`config.mk`:
```
export PLATFORM = sky130hd
export DESIGN_NAME = bcd_to_seven_segment_flat
export DESIGN_NICKNAME = d
export VERILOG_FILES = /design/src/rtl/bcd_to_seven_segment_if.sv /design/src/rtl/bcd_to_seven_segment.sv /design/src/flat_wrapper.sv
export SDC_FILE = /design/constraint.sdc
export NUM_CORES = 1
export LEC_CHECK = 0
export ABC_AREA = 0
export CORE_AREA = 2 2 39 41
export DETAILED_ROUTE_END_ITERATION = 12
export DIE_AREA = 0 0 41 43
export PLACE_DENSITY = 0.8
export RECOVER_POWER = 25
export SYNTH_ARGS = -nofsm -noshare
export SYNTH_HDL_FRONTEND = slang
export SYNTH_SLANG_ARGS = --single-unit
```
`constraint.sdc`:
```
create_clock -name clk -period 0.8 [get_ports clk]
set_clock_uncertainty 0.2 [all_clocks]
set_input_delay 0.16 -clock clk [delete_from_list [all_inputs] [get_ports clk]]
set_output_delay 0.16 -clock clk [all_outputs]
set_load 0.005 [all_outputs]
```
`src/rtl/bcd_to_seven_segment_if.sv`:
```
// Digit-side signal bundle for one bcd_to_seven_segment instance.
// master drives the code and display controls; slave is the decoder.
interface bcd_to_seven_segment_if;
  logic [3:0] bcd;
  logic       lamp_test;
  logic       blank;
  logic       rb_in;
  logic [6:0] seg;
  logic       rb_out;
  logic       err;

  modport master (
    output bcd, lamp_test, blank, rb_in,
    input  seg, rb_out, err
  );

  modport slave (
    input  bcd, lamp_test, blank, rb_in,
    output seg, rb_out, err
  );
endinterface

```
`src/rtl/bcd_to_seven_segment.sv`:
```
// Registered BCD-to-seven-segment decoder with lamp test, blanking and ripple blanking.
// Define HEX_DIGITS_EN to show codes 10-15 as hex letters instead of flagging err.
module bcd_to_seven_segment (
  input  logic                          clk,
  input  logic                          rst_n,
  bcd_to_seven_segment_if.slave         bus_io
);

  logic [6:0] seg_d, seg_q;
  logic       rb_d, rb_q;
  logic       err_d, err_q;
  logic [6:0] glyph;
  logic       zero;

  assign zero = (bus_io.bcd == 4'd0);

  always_comb begin
    glyph = 7'h00;
    err_d = 1'b0;
    case (bus_io.bcd)
      4'd0:    glyph = 7'h3F;
      4'd1:    glyph = 7'h06;
      4'd2:    glyph = 7'h5B;
      4'd3:    glyph = 7'h4F;
      4'd4:    glyph = 7'h66;
      4'd5:    glyph = 7'h6D;
      4'd6:    glyph = 7'h7D;
      4'd7:    glyph = 7'h07;
      4'd8:    glyph = 7'h7F;
      4'd9:    glyph = 7'h6F;
`ifdef HEX_DIGITS_EN
      4'd10:   glyph = 7'h77;
      4'd11:   glyph = 7'h7C;
      4'd12:   glyph = 7'h39;
      4'd13:   glyph = 7'h5E;
      4'd14:   glyph = 7'h79;
      default: glyph = 7'h71;
`else
      default: begin
        glyph = 7'h00;
        err_d = 1'b1;
      end
`endif
    endcase
  end

  always_comb begin
    seg_d = glyph;
    if (bus_io.lamp_test) begin
      seg_d = 7'h7F;
    end else if (bus_io.blank) begin
      seg_d = 7'h00;
    end else if (bus_io.rb_in && zero) begin
      seg_d = 7'h00;
    end
    // blank deliberately does not break the ripple chain
    rb_d = bus_io.rb_in & zero & ~bus_io.lamp_test;
  end

  always_ff @(posedge clk or negedge rst_n) begin
    if (!rst_n) begin
      seg_q <= 7'h00;
      rb_q  <= 1'b0;
      err_q <= 1'b0;
    end else begin
      seg_q <= seg_d;
      rb_q  <= rb_d;
      err_q <= err_d;
    end
  end

  assign bus_io.seg    = seg_q;
  assign bus_io.rb_out = rb_q;
  assign bus_io.err    = err_q;

endmodule

```
`src/flat_wrapper.sv`:
```
// flat-port wrapper written by rule: the top's interface ports become plain ports
module bcd_to_seven_segment_flat 
  (clk, rst_n, bus_io_bcd, bus_io_lamp_test, bus_io_blank, bus_io_rb_in, bus_io_seg, bus_io_rb_out, bus_io_err);
  bcd_to_seven_segment_if bus_io_i ();
  input  logic clk;
  input  logic rst_n;
  input wire logic [$bits(bus_io_i.bcd)-1:0] bus_io_bcd;
  input wire logic [$bits(bus_io_i.lamp_test)-1:0] bus_io_lamp_test;
  input wire logic [$bits(bus_io_i.blank)-1:0] bus_io_blank;
  input wire logic [$bits(bus_io_i.rb_in)-1:0] bus_io_rb_in;
  output wire logic [$bits(bus_io_i.seg)-1:0] bus_io_seg;
  output wire logic [$bits(bus_io_i.rb_out)-1:0] bus_io_rb_out;
  output wire logic [$bits(bus_io_i.err)-1:0] bus_io_err;
  assign bus_io_i.bcd = bus_io_bcd;
  assign bus_io_i.lamp_test = bus_io_lamp_test;
  assign bus_io_i.blank = bus_io_blank;
  assign bus_io_i.rb_in = bus_io_rb_in;
  assign bus_io_seg = bus_io_i.seg;
  assign bus_io_rb_out = bus_io_i.rb_out;
  assign bus_io_err = bus_io_i.err;
  bcd_to_seven_segment u_core (.clk(clk), .rst_n(rst_n), .bus_io(bus_io_i));
endmodule
```
* Word-level counts from Yosys, hierarchy flattened
Index checks and enable logic that the tools add are counted.
** Storage, ports and cells
- Flip-flop bits (word level) :: 9
- Bits in latches :: 0
- Memory bits (writable) :: 0
- Memory bits (read-only) :: 0
- Input port bits :: 9
- Output and inout bits :: 9
- Word-level logic and storage cells :: 23
- Memories :: 0
** Cells by class
- $add $sub $neg :: 0
- $mul :: 0
- Divide/modulo/power cells :: 0
- Magnitude comparators :: 0
- Equal/unequal tests :: 9
- Shifts and indexed selects :: 0
- Multiplexer cells :: 5
- Bitwise logic cells :: 3
- Reduce and logical (&&, ||, !) cells :: 3
** Operators by type and width (count)
- $pmux 7 s10 :: 1
- $mux 7 :: 3
- $eq 4x3->1 const B :: 4
- $reduce_or 10->1 :: 1
- $eq 4x2->1 const B :: 2
- $eq 4x4->1 const B :: 2
- $eq 4x1->1 const B :: 1
- $logic_not 4->1 :: 1
- $and 1x1->1 :: 2
- $logic_and 1x1->1 :: 1
- $mux 1 :: 1
- $not 1->1 :: 1

* Logic depth before layout (Yosys ltp)
Gate-level depths: netlist of the first run.
- Depth in word-level cells :: 5
- Mapped depth :: 4
- Mapped depth without buffers :: 3

* Worst setup path before layout of the first run
Ideal clock, no wire load.
- Path kind :: input -> register
- Start :: input bus_io_bcd[3]
- End :: register u_core.seg_q[3] (netlist: u_core.bus_io.seg[3])
- Setup time :: 66 ps
- Arrival :: 947 ps
- Slack :: -413 ps
- Stages :: 4
- Buffers on the path :: 1
- Cell sequence :: buf_4 o21a_4 a311oi_4 a41o_1
** Between the ends
- Cells in the longest elaborated chain, start to end :: 5
** RTL lines
- start, declared :: RTL line flat_wrapper.sv:7 : input wire logic [$bits(bus_io_i.bcd)-1:0] bus_io_bcd;
- $eq 4x4->1, or another cell as far along :: RTL line bcd_to_seven_segment.sv:20 : case (bus_io.bcd)
- $pmux 7 s10 or $logic_and 1x1->1 (tied branches) :: RTL line bcd_to_seven_segment.sv:20, bcd_to_seven_segment.sv:53
- $mux 7 * :: RTL line bcd_to_seven_segment.sv:53 : end else if (bus_io.rb_in && zero) begin
- $mux 7 * :: RTL line bcd_to_seven_segment.sv:51 : end else if (bus_io.blank) begin
- $mux 7 * :: RTL line bcd_to_seven_segment.sv:49 : if (bus_io.lamp_test) begin
- named net u_core.seg_d[3] :: RTL line bcd_to_seven_segment.sv:9 : logic [6:0] seg_d, seg_q;
- end signal, assigned :: RTL line bcd_to_seven_segment.sv:66 : seg_q <= seg_d;
- end, declared :: RTL line bcd_to_seven_segment.sv:9
Mark *: on every way through the listed nets, which the timed path passes. The rest lies on a longest branch.

* Final worst setup path of the first run
- Start :: register u_core.seg_q[3] (netlist: u_core.bus_io.seg[3])
- End :: output bus_io_seg[3]
** RTL lines
- end, declared :: RTL line flat_wrapper.sv:11 : output wire logic [$bits(bus_io_i.seg)-1:0] bus_io_seg;
No word-level cell between the ends.

==> impl_metrics.py, run 1 <==
metrics = {
    "die": {
        "initial_utilization": 0.345,
        "die_x_um": 41,
        "floorplan.rows": 14,
        "die-area_um2": 1760,
        "core_area_um2": 1380,
        "die_height_um": 43,
        "num_io_pins": 18,
    },
    "synth": {
        "synth_enable_flop_cells": 0,
        "post-synth-top-area-fraction": 0.471,
        "synth_fp_nets": 51,
        "synth-xor-area-share": 0.0183,
        "synth_flop_cell": "sky130_fd_sc_hd__dfrtp_1",
        "post_synthesis_adder_cell_area_fraction": 0,
        "synth_warnings": 0,
        "largest_family_of_logic_cells_by_synthesized_area": "compound AO/OA/AOI/OAI gates",
        "synth_top_cells_by_count": "sky130_fd_sc_hd__dfrtp_1 (9), sky130_fd_sc_hd__a21o_1 (5), sky130_fd_sc_hd__a21oi_1 (4)",
        "muxShareOfSynthArea": 0.0419,
        "syn_avg_cell_area_um2": 11.4,
        "synth_compound_area_frac": 0.293,
        "synthesis.instances": 42,
        "synth.ff_latch_count": 9,
        "netlist_area_um2": 478,
        "yosysUniqueCellTypes": 23,
        "synth.largest_area_cell": "sky130_fd_sc_hd__dfrtp_1",
        "synth_top_cells_by_area": "sky130_fd_sc_hd__dfrtp_1 (47%), sky130_fd_sc_hd__a21o_1 (7.9%), sky130_fd_sc_hd__a311oi_4 (5.5%)",
        "async_reset_ff_frac": 1.00,
        "synth_sequential_area_ratio": 0.471,
        "synth_area_in_simple_gates": 0.120,
        "most_common_cell_in_the_netlist": "sky130_fd_sc_hd__dfrtp_1",
    },
    "sta": {
        "fmax_mhz": 931,
        "timing_max_transition_violations_final": 0,
        "slew_headroom": 0.756,
        "final_hold_fails": 0,
        "post-route-min-period_ns": 1.07,
        "rsz0062_at_grt": "yes",
        "setup_viol_count_final": 16,
        "max_slew.worst_pin.slew_ns": 0.365,
        "final.setup.worst_slack_ns": -0.275,
        "final_period_util": 1.34,
    },
    "power_and_ir_drop": {
        "power_mw": 1.08,
        "power.density_cell_area_nw_per_um2": 1450,
        "p_leak_nw": 0.364,
        "peakVddDrop_mv": 0.490,
    },
    "global_route": {
        "grt_overflow_total": 0,
        "largest_net_degree_at_the_start_of_global_routing": 10,
        "via_count_of_the_first_global_routing_pass": 412,
        "grt_use_total": 0.139,
        "grt_first_pass_wirelength_um": 1680,
        "grt_antenna_before_repair": 0,
    },
    "critical_path": {
        "worstSetupPathDepth": 1,
        "worst-endpoint-required_ns": 0.44,
        "timing.critical_path.to": "bus_io_seg[3]",
        "critical-path-top-delay-family": "flip-flops",
        "worst_setup_end_kind": "output port",
        "worst_ep_arrival_time_ns": 0.71,
        "cp_max_fo": 1,
        "slowest_stage_delay_cp_ns": 0.35,
        "critical_path_class": "reg -> out",
        "cp-start-kind": "register",
        "crit_chain": "buf_2",
        "path_buf_inv": 1,
        "critical_path.slowest_cell": "sky130_fd_sc_hd__dfrtp_1",
        "startpoint": "u_core.bus_io.seg[3]$_DFF_PN0_",
    },
    "clock_network": {
        "cts_max_path_buffers": 2,
        "ctsRootBufferMaster": "sky130_fd_sc_hd__clkbuf_4",
        "holdBufCountCts": 0,
        "clock_sink_count": 9,
        "cts.reportedPaths.clkPinSlew_ns": 0.05,
        "cts-buffers-inserted": 3,
        "htree_levels": 1,
        "tritoncts": "yes",
    },
    "placement": {
        "place.detailed.hpwl_um": 801,
        "gp_congestion": 0.812,
        "placedInstanceArea_um2": 757,
        "placement.io_buffers": 17,
    },
    "finish": {
        "drive_gt1_frac": 0.500,
        "fillers": 156,
        "fin_nets": 82,
        "multi_input_area_um2": 246,
        "antenna-diode-count": 0,
        "final-seq-area_um2": 225,
        "final_area_um2": 747,
        "post_synthesis_to_final_layout_area_growth_pct": 56.3,
    },
    "worst_hold_path": {
        "min_path_type": "in -> reg",
    },
    "detailed_routing": {
        "drt-vias-per-instance": 4.82,
        "detail_route.first_pass.iterations": 4,
        "detail_route.drc_violations": 0,
        "detailroute.via_count": 424,
        "drt-initial-drc-count": 1,
        "wl_um": 1090,
        "post_drt_wl_per_cell_um": 12.4,
        "route.antenna.remaining_nets": 0,
    },
    "status": {
        "outcome": "finished, violations left",
        "violations_in_the_final_reports": "setup timing",
    },
    "flow_run": {
        "max_cap_violations": 0,
    },
}
## how the worst min path moves through the flow
stage,from,to,depth (start not counted)
after floorplan,rst_n,u_core.bus_io.err$_DFF_PN0_,0
after global placement,rst_n,u_core.bus_io.err$_DFF_PN0_,2
after detailed placement,rst_n,u_core.bus_io.seg[5]$_DFF_PN0_,2
after CTS,rst_n,u_core.bus_io.err$_DFF_PN0_,2
after global routing,bus_io_lamp_test,u_core.bus_io.seg[6]$_DFF_PN0_,2
final,bus_io_lamp_test,u_core.bus_io.seg[0]$_DFF_PN0_,2
## cell usage in the layout, fill, tap and decap left out, drive strengths merged, types with 2 or more instances in the layout
cell type	n
a21oi	4
a21o	5
clkbuf	6
mux2i	2
nor2	2
buf	26
dfrtp	9
a31o	2
## cell families (layout without fill, tap and decap cells)
kind of cell | after synthesis | count (layout)
AND/OR/NAND/NOR | 9 | 9
multiplexers | 2 | 2
XOR/XNOR | 1 | 1
buffers and inverters | 5 | 35
AO/OA/AOI/OAI | 16 | 16
flip-flops | 9 | 9
## routing by layer
layer,part of all wire,track usage
met4,0.012,0.0600
met5,0,0
met1,0.37,0.161
met2,0.55,0.238
met3,0.064,0.0157
## sequential cells by signal, indices dropped and copies added (netlist names)
name and flops:
u_core.bus_io.seg 7, u_core.bus_io.rb_out 1, u_core.bus_io.err 1
## area by class of cell
cell class | instances | share of cell area
clock buffers | 4 | 0.0352
multi-input cells | 28 | 0.330
flip-flops and latches | 9 | 0.302
well taps | 16 | 0.0268
repair buffers | 31 | 0.307
## per-stage QoR
step           TNS, ns  hold slack [ns]  std cells  setup slack (ns)   util
2_1_floorplan    -2.01           -0.336         42            -0.335      -
3_3_place_gp    -10.58            0.291         82            -0.942  0.547
3_5_place_dp    -11.01            0.304         82             -1.01  0.547
4_1_cts          -4.20           0.0430         88            -0.298  0.542
5_1_grt          -4.41           0.0368         88            -0.311  0.540
6_report         -3.86           0.0212         88            -0.275  0.540
## power by group
part | leakage [nW] | internal (mW) | switching (mW)
sequential | 0.105 | 0.484 | 0.00532
clock | 0.0150 | 0.190 | 0.128
combinational | 0.245 | 0.149 | 0.125
## repair_timing
item	4_1_cts	5_1_grt
setup buffers	2	0
pin swaps	7	5
gates resized for setup	62	6
gates cloned	0	0
endpoints found under the setup margin	18	17
Note: power is estimated with default switching activity, not from simulation.
==> run 2, diff against run 1 <==
--- a/config.mk
+++ b/config.mk
@@ -9,6 +9,7 @@
 export CORE_AREA = 2 2 39 41
 export DETAILED_ROUTE_END_ITERATION = 12
 export DIE_AREA = 0 0 41 43
+export GPL_TIMING_DRIVEN = 0
 export PLACE_DENSITY = 0.8
 export RECOVER_POWER = 25
 export SYNTH_ARGS = -nofsm -noshare
==> run 2 against run 1 <==
Effect of this change: global-route usage decreased by 0.42 points; first-iteration DRC count increased to 5.0 times the previous value; largest power group unchanged; critical path depth unchanged; critical endpoint is now bus_io_seg[0]; the flow finishes with violations (hold timing, setup timing).
==> impl_metrics.py, run 2 (same netlist as run 1, synthesis figures left out) <==
metrics = {
    "status": {
        "outcome": "finished, violations left",
        "violations_in_the_final_reports": "hold timing, setup timing",
    },
    "die": {
        "initial_utilization": 0.345,
        "die-area_um2": 1760,
        "die_height_um": 43,
        "die_x_um": 41,
        "floorplan.rows": 14,
        "core_area_um2": 1380,
        "num_io_pins": 18,
    },
    "detailed_routing": {
        "drt-initial-drc-count": 5,
        "detailroute.via_count": 395,
        "drt-vias-per-instance": 5.00,
        "detail_route.first_pass.iterations": 4,
        "detail_route.drc_violations": 0,
        "wl_um": 962,
        "post_drt_wl_per_cell_um": 12.2,
        "route.antenna.remaining_nets": 0,
    },
    "critical_path": {
        "cp_max_fo": 1,
        "crit_chain": "buf_2",
        "cp-start-kind": "register",
        "critical_path.slowest_cell": "sky130_fd_sc_hd__dfrtp_1",
        "critical_path_class": "reg -> out",
        "worst_setup_end_kind": "output port",
        "worst-endpoint-required_ns": 0.44,
        "critical-path-top-delay-family": "flip-flops",
        "slowest_stage_delay_cp_ns": 0.35,
        "path_buf_inv": 1,
        "worst_ep_arrival_time_ns": 0.72,
    },
    "clock_network": {
        "clock_sink_count": 9,
        "tritoncts": "yes",
        "cts-buffers-inserted": 3,
        "htree_levels": 1,
        "cts.reportedPaths.clkPinSlew_ns": 0.06,
        "cts_max_path_buffers": 2,
        "ctsRootBufferMaster": "sky130_fd_sc_hd__clkbuf_4",
    },
    "power_and_ir_drop": {
        "internal_power_mw": 0.802,
        "power.density_cell_area_nw_per_um2": 1550,
        "comb_power_share": 0.227,
        "part_of_the_total_power_dissipated_in_the_clock_network": 0.313,
        "p_leak_nw": 0.323,
        "sw_frac_of_total": 0.245,
        "net_switching_power_of_the_design_mw": 0.260,
        "sequentialPowerShare": 0.460,
        "power_mw": 1.06,
        "peakVddDrop_mv": 0.418,
    },
    "sta": {
        "rsz0062_at_grt": "yes",
        "hold-worst-slack_ns": -0.0144,
        "timing_max_transition_violations_final": 0,
        "slew_headroom": 0.755,
        "final_period_util": 1.35,
        "setup_viol_count_final": 16,
        "final.setup.worst_slack_ns": -0.283,
        "max_slew.worst_pin.slew_ns": 0.367,
        "final_hold_fails": 9,
        "fmax_mhz": 924,
        "setup_total_neg_slack_ns": -3.78,
        "post-route-min-period_ns": 1.08,
    },
    "global_route": {
        "grt_overflow_total": 0,
        "grt_first_pass_wirelength_um": 1530,
        "via_count_of_the_first_global_routing_pass": 371,
        "largest_net_degree_at_the_start_of_global_routing": 11,
        "grt_antenna_before_repair": 0,
        "grt_use_total": 0.134,
    },
    "worst_hold_path": {
        "min_path_type": "in -> async",
    },
    "finish": {
        "largest_register_ffs": 7,
        "post-route-util": 0.495,
        "fin_nets": 73,
        "final_area_um2": 684,
        "drive_gt1_frac": 0.397,
        "antenna-diode-count": 0,
        "post_synthesis_to_final_layout_area_growth_pct": 43.2,
        "most-common-layout-cells": "sky130_fd_sc_hd__buf_2 (10), sky130_fd_sc_hd__dfrtp_1 (9), sky130_fd_sc_hd__a21o_1 (5)",
        "layout.cells.most_common": "sky130_fd_sc_hd__buf_2",
        "fillers": 145,
    },
    "placement": {
        "gp_congestion": 0.806,
        "place_ws_ns": -0.953,
        "placedInstanceArea_um2": 676,
        "placement.io_buffers": 14,
        "place.detailed.hpwl_um": 660,
    },
    "flow_run": {
        "max_cap_violations": 0,
    },
}
## run 2: layout make-up
cell class | instances | area, µm² | share of cell area
Multi-Input combinational cell | 28 | 231 | 0.338
Sequential cell | 9 | 225 | 0.329
Timing Repair Buffer | 17 | 130 | 0.190
Buffer | 5 | 51.3 | 0.0750
Clock buffer | 4 | 26.3 | 0.0384
Tap cell | 16 | 20.0 | 0.0293
## run 2: stage by stage
stage,cells,hold WS (ns)
5_1_grt,79,0.0184
3_3_place_gp,72,0.254
6_report,79,-0.0144
4_1_cts,78,-0.00803
2_1_floorplan,42,-0.336
3_5_place_dp,72,0.257
## run 2: final timing paths
check                      cells after the start  slack, ns                             end                            from
worst max-delay path                           1      -0.28                   bus_io_seg[0]  u_core.bus_io.seg[0]$_DFF_PN0_
worst min-delay path                           1      -0.01  u_core.bus_io.seg[4]$_DFF_PN0_                           rst_n
max in group asynchronous                      1       0.15  u_core.bus_io.rb_out$_DFF_PN0_                           rst_n
min in group clk                               2       0.01  u_core.bus_io.seg[2]$_DFF_PN0_                bus_io_lamp_test
## run 2: routing by layer
layer  track usage  vias up  part of all wire
met5             0        -                 0
met4         0.140        0             0.054
met3        0.0157        6             0.078
met2         0.203       18              0.45
met1         0.144      177              0.41
li1              -      194                 -
## run 2: timing repair
item                                   4_1_cts  5_1_grt
pin swaps                                    9        7
resized for setup                           52        2
setup buffers                                2        1
setup endpoints to repair                   18       16
endpoints found under the hold margin       10        0
## run 2: power by group through the flow
stage | combinational [mW] | sequential, mW | clock, mW
CTS | 0.238 | 0.489 | 0.348
finish | 0.242 | 0.489 | 0.332
detailed placement | 0.254 | 0.499 | 0
global placement | 0.251 | 0.498 | 0
floorplan | 0.131 | 0.504 | 0
global route | 0.264 | 0.491 | 0.355
==> RTL edit 1 (settings of run 1) <==
The option `HEX_DIGITS_EN` is turned on by a define.
--- a/src/rtl/bcd_to_seven_segment.sv
+++ b/src/rtl/bcd_to_seven_segment.sv
@@ -1,5 +1,7 @@
 // Registered BCD-to-seven-segment decoder with lamp test, blanking and ripple blanking.
 // Define HEX_DIGITS_EN to show codes 10-15 as hex letters instead of flagging err.
+`define HEX_DIGITS_EN
+
 module bcd_to_seven_segment (
   input  logic                          clk,
   input  logic                          rst_n,
Behaviour: not the same (a bounded check fails within 4 cycles, from zero or initial values and one cycle with rst_n low).
==> RTL edit 1 against run 1 <==
- the run still ends with negative setup slack left
- die area is the same
- core utilization grew 15 points
- cell area grew 28%
- routed wire length grew 23%
- setup slack lost 190 ps
- area after synthesis grew 12%
- total power grew 2.3%
- worst hold slack gained 64 ps
- synthesized cell count grew 24%
- sequential cell count shrank 1
- critical path type is now input pin to flop
==> RTL edit 1: results (changes against run 1) <==
\begin{tabular}{lr}
\hline
Metric & Value \\
\hline
\multicolumn{2}{l}{\textbf{Status}} \\
\quad Outcome & complete, but fails checks \\
\quad Violated checks & negative setup slack \\
\multicolumn{2}{l}{\textbf{Critical path}} \\
\quad Slowest cell on the critical path & sky130\_fd\_sc\_hd\_\_mux4\_2 \\
\quad Capturing element of the worst setup path & u\_core.bus\_io.seg[3]\$\_DFF\_PN0\_ \\
\quad Maximum fanout along the worst path & 4 (+3) \\
\quad CP arrival & 1240 ps (+530 ps) \\
\multicolumn{2}{l}{\textbf{GRT}} \\
\quad Gr usage total & 0.188 (+0.0494) \\
\quad Wire length of the first global-routing pass & 2.24 mm (+34\%) \\
\quad Pin count of the biggest net entering global routing & 9 (-1) \\
\multicolumn{2}{l}{\textbf{Power and ir drop}} \\
\quad Comb pwr share & 0.334 (+0.081) \\
\quad Switching share of power & 0.270 (+0.0309) \\
\quad P\_clk & 0.292 mW (-8.2\%) \\
\quad Combinational group power & 0.369 mW (+35\%) \\
\multicolumn{2}{l}{\textbf{Cells and area}} \\
\quad Area occupied by registers & 200 um2 (-11\%) \\
\quad Num sequential & 8 (-1) \\
\quad Buffers excl. clock & 35 (+13\%) \\
\quad Clock network area share & 0.0236 (-0.0116) \\
\quad Number of clock-tree buffers in the layout & 3 (-1) \\
\quad Non-clock buffer share & 0.282 (-0.0248) \\
\quad Inverters, non-clock & 5 (+5) \\
\quad Multi-input gate share of total cell area & 0.414 (+0.0842) \\
\quad Share of final-layout standard cells stronger than drive strength 1 & 0.552 (+0.0517) \\
\multicolumn{2}{l}{\textbf{Drt}} \\
\quad Detailed-route via count & 524 (+24\%) \\
\quad Post-detailed-route via-to-cell ratio & 5.09 (+5.6\%) \\
\quad Aggregate routed wire length & 1.35 mm (+23\%) \\
\multicolumn{2}{l}{\textbf{Worst hold path}} \\
\quad Min-Delay Path Class & input pin to async pin \\
\multicolumn{2}{l}{\textbf{Synth}} \\
\quad Sequential area share after synthesis & 0.373 (-0.0982) \\
\quad Post-synthesis net count & 67 (+31\%) \\
\quad Synth cell count leaders & sky130\_fd\_sc\_hd\_\_dfrtp\_1 (8), sky130\_fd\_sc\_hd\_\_ha\_1 (6), sky130\_fd\_sc\_hd\_\_inv\_1 (5) \\
\multicolumn{2}{l}{\textbf{STA}} \\
\quad Setup violators final & 16 (unchanged) \\
\quad Final sum of negative setup slack & -4820 ps (-955 ps) \\
\quad Post-Route Hold Slack & 85.0 ps (+63.7 ps) \\
\quad Final worst slack & -460 ps (-185 ps) \\
\multicolumn{2}{l}{\textbf{Placement}} \\
\quad Number of I/O port buffers & 16 (-1) \\
\quad Number of cells after detailed placement & 96 (+17\%) \\
\quad Final estimated routing congestion in global placement & 0.841 (+3.6\%) \\
\quad Half-perimeter wire length after placement & 972 um (+21\%) \\
\quad Cell area after placement & 851 um2 (+12\%) \\
\hline
\end{tabular}
RTL edit 1: cell types whose count changed in the layout (fill, tap and decap cells not counted), sizes merged, moves of 2 or more:
cell,run 1,this run
a21o,5,2
a31o,2,0
a31oi,0,2
buf,26,28
dlygate4sd2,1,3
ha,0,6
inv,0,5
mux2i,2,4
nand2,1,3
o21bai,0,2
RTL edit 1: cell families (layout without fill, tap and decap cells):
| kind of cell | after synthesis | in the layout | share of synthesized area |
|---|---|---|---|
| compound gates | 12 | 12 | 0.158 |
| fa+ha+maj | 6 | 6 | 0.140 |
| buf+inv | 8 | 43 | 0.0793 |
| flops | 8 | 8 | 0.373 |
| mux | 5 | 5 | 0.117 |
| other cells | 1 | 1 | 0.00699 |
| simple gates | 12 | 12 | 0.126 |
RTL edit 1: metal layers:
metal / share of wire / routed length [um] / track usage
met1: 0.32 / 428 / 0.167
met5: 0 / 0 / 0
met4: 0.013 / 17 / 0.0933
met3: 0.062 / 84 / 0.0262
met2: 0.61 / 817 / 0.363
==> RTL edit 2 (settings of run 1) <==
Without the edit above. Make the reset (`rst_n`) synchronous in one clocked block.
--- a/src/rtl/bcd_to_seven_segment.sv
+++ b/src/rtl/bcd_to_seven_segment.sv
@@ -57,7 +57,7 @@
     rb_d = bus_io.rb_in & zero & ~bus_io.lamp_test;
   end
 
-  always_ff @(posedge clk or negedge rst_n) begin
+  always_ff @(posedge clk) begin
     if (!rst_n) begin
       seg_q <= 7'h00;
       rb_q  <= 1'b0;
Function: differs if rst_n is asserted again (counterexample within 4 cycles, from zero or initial values and one cycle with rst_n low); with rst_n held inactive, the same outputs for 10 cycles.
==> RTL edit 2 against run 1 <==
- the run still ends with negative setup slack left
- sequential cell count is the same
- count of clock-buffer cells in the layout is the same
- clock power grew 5%
- cell area grew 14%
- via count grew 27%
- routed wire length grew 20%
- area after synthesis grew 1.8%
- worst hold slack gained 78 ps
- sequential share of layout area shrank 8.4 points
- setup slack gained 43 ps
- die area is the same
- total power grew 7.1%
- critical endpoint is now bus_io_rb_out
- largest cell class unchanged
- highest routed layer unchanged
==> RTL edit 2: results (changes against run 1) <==
\begin{tabular}{lr}
\hline
Metric & Value \\
\hline
\multicolumn{2}{l}{\textbf{Status}} \\
\quad Outcome & complete, but fails checks \\
\quad Violated checks & negative setup slack \\
\multicolumn{2}{l}{\textbf{Cells and area}} \\
\quad Filler Cells Inserted & 138 (-12\%) \\
\quad Share of final-layout standard cells stronger than drive strength 1 & 0.591 (+0.0909) \\
\multicolumn{2}{l}{\textbf{Drt}} \\
\quad Detailed-route via count & 539 (+27\%) \\
\quad Number of DRC violations after detailed-routing iteration 0 & 11 (+10) \\
\quad Post-detailed-route via-to-cell ratio & 5.18 (+7.6\%) \\
\quad Aggregate routed wire length & 1.31 mm (+20\%) \\
\multicolumn{2}{l}{\textbf{Critical path}} \\
\quad CP arrival & 670 ps (-40 ps) \\
\quad Largest incremental delay on the critical path & 310 ps (-40 ps) \\
\quad Slowest cell on the critical path & sky130\_fd\_sc\_hd\_\_dfxtp\_2 \\
\multicolumn{2}{l}{\textbf{Placement}} \\
\quad Number of cells after detailed placement & 93 (+13\%) \\
\quad Final estimated routing congestion in global placement & 0.915 (+13\%) \\
\quad Half-perimeter wire length after placement & 814 um (+1.6\%) \\
\multicolumn{2}{l}{\textbf{Synth}} \\
\quad Ys async rst share & 0 (-1.00) \\
\quad Average footprint of a synthesized cell & 8.54 um2 (-25\%) \\
\quad Post-synthesis cell type count & 27 (+17\%) \\
\multicolumn{2}{l}{\textbf{GRT}} \\
\quad Via count of the first global-routing pass & 499 (+21\%) \\
\quad Wire length of the first global-routing pass & 2.12 mm (+26\%) \\
\quad Gr usage total & 0.180 (+0.0410) \\
\quad Pin count of the biggest net entering global routing & 9 (-1) \\
\multicolumn{2}{l}{\textbf{STA}} \\
\quad Transition time of the tightest slew-check pin & 254 ps (-111 ps) \\
\quad Final sum of negative setup slack & -3170 ps (+690 ps) \\
\quad Setup violators final & 18 (+2) \\
\quad Final worst slack & -231 ps (+43.5 ps) \\
\hline
\end{tabular}
[RTL edit 2: kinds of logic after synthesis]
kind of cell	count (synthesis)	share of synthesized area
xor gates and xnor gates	1	0.0180
DFF	9	0.370
AOI/OAI and AO/OA	19	0.270
buffers and inverters	9	0.105
and+or+nand+nor	19	0.236
[RTL edit 2: cell type report]
type | instances | share of cell area
sequential | 9 | 0.218
clock buffer | 4 | 0.0309
inverter | 4 | 0.0176
multi-input combinational | 39 | 0.374
tap | 16 | 0.0235
timing repair buffer | 32 | 0.337
[RTL edit 2: per-stage QoR]
stage	area, um2	setup slack [ps]
global placement	706	-824
global route	851	-260
floorplan	514	-327
finish	851	-231
CTS	795	-237
detailed placement	706	-828
[RTL edit 2: report_power, final]
group / switching (mW) / internal (mW)
Clock: 0.141 / 0.191
Sequential: 0.00800 / 0.479
Combinational: 0.153 / 0.185
Total: 0.302 / 0.856
[RTL edit 2: timing repair]
action	CTS	global route
gates resized for setup	86	12
pin swaps	19	9
hold buffers	0	0
endpoints found under the setup margin	18	18
gates cloned	2	0
buffers inserted	4	1
[RTL edit 2: final timing paths]
check | from | to | slack (ps) | cells after the start
worst min-delay path | bus_io_bcd[0] | u_core.bus_io.seg[2]$_SDFF_PN0_ | 100 | 4
worst max-delay path | u_core.bus_io.rb_out$_SDFF_PN0_ | bus_io_rb_out | -230 | 1
[RTL edit 2: routing by layer]
metal  GRT usage  vias to the layer above  part of all wire
li1            -                      262                 -
met1       0.218                      250              0.39
met2       0.269                       23              0.52
met3      0.0157                        4             0.056
met4       0.147                        0             0.029
met5           0                        -                 0
